## config.mk

```make
export PLATFORM = sky130hd
export DESIGN_NAME = bus_transfer_scheduler
export DESIGN_NICKNAME = d
export VERILOG_FILES = /design/src/rtl/bus_transfer_scheduler.sv
export SDC_FILE = /design/constraint.sdc
export NUM_CORES = 1
export LEC_CHECK = 0
export CORE_ASPECT_RATIO = 1.5
export CORE_MARGIN = 2
export CORE_UTILIZATION = 40
export CTS_CLUSTER_DIAMETER = 30
export DETAILED_ROUTE_END_ITERATION = 16
export GPL_ROUTABILITY_DRIVEN = 0
export GPL_TIMING_DRIVEN = 0
export PLACE_DENSITY = 0.82
export SYNTH_ARGS = -nofsm -noshare
export SYNTH_HDL_FRONTEND = slang
export SYNTH_SLANG_ARGS = --single-unit
```

## constraint.sdc

```tcl
create_clock -name i_CLOCK -period 2.1 [get_ports i_CLOCK]
set_input_delay 0.21 -clock i_CLOCK [delete_from_list [all_inputs] [get_ports i_CLOCK]]
set_output_delay 0.21 -clock i_CLOCK [all_outputs]
set_load 0.01 [all_outputs]
```

## src/rtl/bus_transfer_scheduler.sv

```systemverilog
// bus_transfer_scheduler: round-robin scheduler for register-to-register moves
// on a shared tri-state bus. Drives active-low per-register bus-write (source)
// and bus-read (destination) enables through a DRIVE/XFER/RELEASE sequence.
// Optional build macro BUS_XFER_CHECK_EN adds o_ERROR and rejects transfers
// with src==dst or an out-of-range index in a 2-cycle IDLE->RELEASE path.
module bus_transfer_scheduler #(
  parameter int unsigned NUM_REQ       = 4,
  parameter int unsigned NUM_REGS      = 8,
  parameter int unsigned REG_IDX_WIDTH = 3
) (
  input  logic                               i_CLOCK,
  input  logic                               i_RESET,
  input  logic [NUM_REQ-1:0]                 i_REQ,
  input  logic [NUM_REQ*REG_IDX_WIDTH-1:0]   i_SRC,
  input  logic [NUM_REQ*REG_IDX_WIDTH-1:0]   i_DST,
  output logic [NUM_REQ-1:0]                 o_GRANT,
  output logic [NUM_REQ-1:0]                 o_DONE,
  output logic [NUM_REGS-1:0]                o_WRITE_BUS_n,
  output logic [NUM_REGS-1:0]                o_READ_BUS_n,
`ifdef BUS_XFER_CHECK_EN
  output logic [NUM_REQ-1:0]                 o_ERROR,
`endif
  output logic                               o_BUSY
);

  localparam int unsigned PTR_W = (NUM_REQ > 1) ? $clog2(NUM_REQ) : 1;
  localparam logic [PTR_W-1:0] LAST_REQ = PTR_W'(NUM_REQ - 1);

  typedef enum logic [1:0] {
    S_IDLE    = 2'd0,
    S_DRIVE   = 2'd1,
    S_XFER    = 2'd2,
    S_RELEASE = 2'd3
  } state_t;

  state_t                     state_q, state_d;
  logic [PTR_W-1:0]           ptr_q, ptr_d;
  logic [PTR_W-1:0]           sel_q, sel_d;
  logic [REG_IDX_WIDTH-1:0]   src_q, src_d;
  logic [REG_IDX_WIDTH-1:0]   dst_q, dst_d;
  logic [NUM_REQ-1:0]         grant_q, grant_d;
  logic [NUM_REQ-1:0]         done_q, done_d;
  logic [NUM_REGS-1:0]        wr_n_q, wr_n_d;
  logic [NUM_REGS-1:0]        rd_n_q, rd_n_d;
  logic                       busy_q, busy_d;
`ifdef BUS_XFER_CHECK_EN
  logic [NUM_REQ-1:0]         error_q, error_d;
  logic                       req_bad;
`endif

  logic                       found;
  logic [PTR_W-1:0]           pick;
  logic [PTR_W-1:0]           cand;
  logic [REG_IDX_WIDTH-1:0]   src_sel;
  logic [REG_IDX_WIDTH-1:0]   dst_sel;

  // Active-low one-cold enable for a register index; out-of-range drives nothing.
  function automatic logic [NUM_REGS-1:0] enable_n(input logic [REG_IDX_WIDTH-1:0] idx);
    logic [NUM_REGS-1:0] v;
    v = '1;
    for (int r = 0; r < int'(NUM_REGS); r++) begin
      if (idx == REG_IDX_WIDTH'(r)) v[r] = 1'b0;
    end
    return v;
  endfunction

  // Round-robin search: first set request at or above the pointer, with wrap.
  always_comb begin
    found = 1'b0;
    pick  = ptr_q;
    cand  = ptr_q;
    for (int i = 0; i < int'(NUM_REQ); i++) begin
      cand = PTR_W'((32'(ptr_q) + 32'(i)) % NUM_REQ);
      if (!found && i_REQ[cand]) begin
        found = 1'b1;
        pick  = cand;
      end
    end
    src_sel = i_SRC[32'(pick)*REG_IDX_WIDTH +: REG_IDX_WIDTH];
    dst_sel = i_DST[32'(pick)*REG_IDX_WIDTH +: REG_IDX_WIDTH];
  end

  // Next state and next registered outputs, computed for the state being entered.
  always_comb begin
    state_d = state_q;
    ptr_d   = ptr_q;
    sel_d   = sel_q;
    src_d   = src_q;
    dst_d   = dst_q;
    grant_d = grant_q;
    done_d  = '0;
    wr_n_d  = '1;
    rd_n_d  = '1;
`ifdef BUS_XFER_CHECK_EN
    error_d = '0;
    req_bad = (src_sel == dst_sel) || (32'(src_sel) >= NUM_REGS) ||
              (32'(dst_sel) >= NUM_REGS);
`endif
    case (state_q)
      S_IDLE: begin
        if (found) begin
          sel_d        = pick;
          src_d        = src_sel;
          dst_d        = dst_sel;
          grant_d      = '0;
          grant_d[pick] = 1'b1;
`ifdef BUS_XFER_CHECK_EN
          if (req_bad) begin
            state_d       = S_RELEASE;
            error_d[pick] = 1'b1;
          end else begin
            state_d = S_DRIVE;
            wr_n_d  = enable_n(src_sel);
          end
`else
          state_d = S_DRIVE;
          wr_n_d  = enable_n(src_sel);
`endif
        end
      end
      S_DRIVE: begin
        state_d = S_XFER;
        wr_n_d  = enable_n(src_q);
        rd_n_d  = enable_n(dst_q);
      end
      S_XFER: begin
        state_d = S_RELEASE;
        done_d  = grant_q;
      end
      S_RELEASE: begin
        state_d = S_IDLE;
        grant_d = '0;
        ptr_d   = (sel_q == LAST_REQ) ? '0 : sel_q + PTR_W'(1);
      end
      default: begin
        state_d = S_IDLE;
        grant_d = '0;
      end
    endcase
    busy_d = (state_d != S_IDLE);
  end

  // State, pointer, latched transfer and output registers.
  always_ff @(posedge i_CLOCK) begin
    if (i_RESET) begin
      state_q <= S_IDLE;
      ptr_q   <= '0;
      sel_q   <= '0;
      src_q   <= '0;
      dst_q   <= '0;
      grant_q <= '0;
      done_q  <= '0;
      wr_n_q  <= '1;
      rd_n_q  <= '1;
      busy_q  <= 1'b0;
`ifdef BUS_XFER_CHECK_EN
      error_q <= '0;
`endif
    end else begin
      state_q <= state_d;
      ptr_q   <= ptr_d;
      sel_q   <= sel_d;
      src_q   <= src_d;
      dst_q   <= dst_d;
      grant_q <= grant_d;
      done_q  <= done_d;
      wr_n_q  <= wr_n_d;
      rd_n_q  <= rd_n_d;
      busy_q  <= busy_d;
`ifdef BUS_XFER_CHECK_EN
      error_q <= error_d;
`endif
    end
  end

  assign o_GRANT       = grant_q;
  assign o_DONE        = done_q;
  assign o_WRITE_BUS_n = wr_n_q;
  assign o_READ_BUS_n  = rd_n_q;
  assign o_BUSY        = busy_q;
`ifdef BUS_XFER_CHECK_EN
  assign o_ERROR       = error_q;
`endif

endmodule
```

==> results.txt <==
----------------------------------------------------
[Status]
  Run status ... complete, no violations

[Setup path]
  FF-to-FF Start ... ptr_q[1]
  Element type at the critical path end ... flip-flop
  Minimum setup slack among reg-to-reg paths ... about 0.085 ns
  Worst Path Class, Setup ... reg2reg
  Worst R2R Path Depth ... 8
  Timing endpoint of the critical path ... dst_q[1]
  CP Launch Point ... ptr_q[1]
  Startpoint type of the worst setup path ... flip-flop
  Required time worst endpoint ... 2.33 ns
  Crit-path max FO ... 8
  Data arrival time at the worst-slack endpoint ... 2.25 ns
  Reg2Reg Capture Point ... dst_q[1]

[Drt]
  ANT nets after route ... 0
  Initial detailed-routing violation count ... 80
  Drt via density ... 5.65
  Routed vias ... between 1,500 and 2,000
  WL final ... 4700 um
  Routed wire per std cell ... 14.0 um
  Remaining DRCs ... 0
  TritonRoute pass-1 iters ... 5

[Logic synthesis]
  Sequential cell area fraction in the yosys report ... roughly two fifths
  Adder-cell share of the synthesized area ... around 4%
  Xor and xnor area share after synthesis ... 0%
  Combinational family with the most area after synthesis ... simple AND/OR/NAND/NOR gates
  Number of warning messages in the yosys log ... 0
  Post-synthesis cell count ... ~220
  Post-synthesis async set-or-reset flop share ... 0%
  Main flop type after synthesis ... dfxtp_1
  Syn Std Cell Area ... about 1800 um2
  Mux cell area share after synthesis ... roughly 5.7%
  Netlist cell types ... 37
  Post-synthesis compound-gate area fraction ... 16.0%
  Number of storage elements in the synthesis netlist ... 37
  Simple-gate portion of the synthesized area ... ~30%
  Number of synthesized flops with an enable pin ... 0
  Synthesized net count ... between 200 and 300
  Average instance area after synthesis ... 8.23 um2

[Job]
  Max Cap Viol ... 0

[Clock tree]
  Clock buffers created by TritonCTS ... 5
  Clock sink count ... 37
  Clock edge transition at the registers on the reported setup and hold paths ... about 0.080 ns
  Number of H-tree levels ... 2
  Root cell of the clock tree ... clkbuf_8
  CTS Buffer Depth ... 2
  Clock latency of the later-clocked register in the worst-skew pair ... 0.30 ns
  TritonCTS clock tree ... built

[Finish]
  # diodes ... 0
  Number of nets in the layout ... 322
  Fraction of layout cells with a size suffix above 1 ... a little under a tenth
  Area growth, synth to finish ... 41.7%
  Post-route core utilization ... about three fifths
  Final standard cell count with taps included and fillers excluded ... 335

[STA]
  Clock skew after layout ... 0.0132 ns
  Max transition margin ... roughly two thirds
  Hold Slack ... 0.336 ns
  Number of endpoints failing setup at the final stage ... 0
  Minimum clock period ... a little over 2 ns
  Final total negative setup slack ... 0 ns
  Final Max Tran Viols ... 0
  Crit share post-route ... about 96%
  Actual transition at the worst max-transition pin ... between 0.5 and 0.6 ns
  RSZ-0062 raised after global routing ... no
  Achievable Freq ... roughly 500 MHz
  Final hold viol count ... 0

[Power and ir drop]
  Total power after layout ... 2.25 mW
  Static Leakage ... around 1.0 nW
  Highest ir drop seen on vdd ... ~340 uV
  Power density over the cells ... slightly below 900 nW/um2

[Placed design]
  Port Buf Inserts ... between 50 and 60
  Total placed cells including tap cells ... 324
  HPWL after detailed placement ... 3300 um

[Die]
  Placeable core area ... 4470 um2
  FP Rows ... 30
  Height of the die ... ~87 um
  Die Wd ... about 59 um
  Starting Density ... between 40% and 50%
  DIE AREA ... just over 5000 um2
  I/O Pins ... 55

[Hold path]
  Classification of the worst-slack hold path ... in2reg
  Start point of the worst min-delay path ... i_RESET

[Global routing]
  Antenna violations before repair ... 0
  Pin count of the biggest net entering global routing ... 14
  Aggregate global routing overflow ... 0
  Wire length of the first global-routing pass ... approximately 7300 um
  GR Util All Layers ... 18.3%
  Number of global-route vias before repair ... about 1,700

----------------------------------------------------
[cells by family after synthesis]
logic type,count (synthesis)
muxes,10
buffers and inverters,16
AOI/OAI and AO/OA,49
DFF,37
adders and majority gates,6
and+or+nand+nor,105
[placed cells by master (no fill, tap or decap), drive strengths merged, types with 2 or more instances in the layout]
cell type	netlist	layout
nor2b	10	10
or4	2	2
clkdlybuf4s50	0	50
o21ai	8	8
nor2	12	12
nor4	2	2
nand3b	3	3
and4	4	4
ha	6	6
mux2	3	3
dfxtp	37	37
a221o	3	4
mux2i	7	7
a21o	2	2
and3b	2	2
and2	10	10
buf	3	4
a31oi	9	9
a21oi	21	21
inv	4	5
nand2b	3	3
clkbuf	9	14
nand3	19	19
nand2	25	25
nor3	10	10
dlygate4sd2	0	2
[cell type report]
| cell class | instances | area, um2 |
|---|---|---|
| Clock buffer | 5 | 68.8 |
| Sequential cell | 37 | 743 |
| Clock inverter | 3 | 21.3 |
| Buffer | 12 | 63.8 |
| Tap cell | 48 | 60.1 |
| Fill cell | 400 | 1870 |
| Multi-Input combinational cell | 171 | 1060 |
| Timing Repair Buffer | 55 | 571 |
| Inverter | 4 | 15.0 |
[worst max-delay path, stage by stage (launching register included)]
cell	delay [ns]
dfxtp_2	0.40
nor3_1	0.08
or4_1	0.47
buf_4	0.18
nand2_4	0.11
bufbuf_16	0.27
mux2i_1	0.06
mux2_2	0.27
o21ai_1	0.11
[report_power, final]
part	internal, mW	leakage (nW)	switching, mW	total [mW]
clock network	0.235	0.0445	0.261	0.496
logic	0.393	0.650	0.476	0.869
registers	0.803	0.303	0.0813	0.885
[registers in the layout, summed over array words and instances, names as in the netlist]
signal and count:
o_READ_BUS_n 8, o_WRITE_BUS_n 8, o_DONE 4, o_GRANT 4, dst_q 3, src_q 3
ptr_q 2, sel_q 2, state_q 2, o_BUSY 1
[cell usage after synthesis (all sizes together) (2+ instances only)]
cell type	n	area, um2
buf	3	20.0
dfxtp	37	741
and2	10	62.6
a31oi	9	56.3
and3b	2	17.5
nand3	19	95.1
mux2	3	33.8
nand3b	3	22.5
or4	2	15.0
nor4	2	12.5
nand2b	3	18.8
nor2	12	45.0
nor2b	10	62.6
inv	4	15.0
a21oi	21	105
mux2i	7	70.1
nand2	25	96.4
and4	4	35.0
o21ai	8	40.0
ha	6	75.1
a221o	3	30.0
nor3	10	50.1
a21o	2	15.0
clkbuf	9	33.8
[routing by layer]
| layer | global-route usage, % | vias up | share of wire (%) |
|---|---|---|---|
| met3 | 2.67 | 10 | 7.0 |
| met5 | 0 | - | 0 |
| li1 | - | 928 | - |
| met4 | 7.85 | 0 | 2.3 |
| met1 | 19.0 | 865 | 37 |
| met2 | 34.9 | 89 | 54 |
[worst min-delay path by stage]
stage / endpoint / slack, ns / cells past startpoint
after floorplan: o_READ_BUS_n[3] / 0.41 / 1
after global placement: o_READ_BUS_n[7] / 0.44 / 1
after detailed placement: o_READ_BUS_n[7] / 0.44 / 1
after CTS: state_q[1] / 0.32 / 2
after global routing: state_q[1] / 0.38 / 2
final: state_q[1] / 0.34 / 2
[stage by stage]
stage,setup WS (ns),instance area [um2]
after floorplan,0.224,1840
after global placement,-0.464,2430
after detailed placement,-0.552,2430
after CTS,0.0149,2590
after global routing,0.00388,2600
final,0.0851,2600
[timing repair]
item | in CTS | in global routing
gates resized for setup | 11 | 7
buffers inserted | 1 | 0
cloned | 2 | 0
pin swaps | 2 | 0
setup endpoints to repair | 19 | 18
hold buffers | 0 | 0
(Power assumes the default switching activity.)
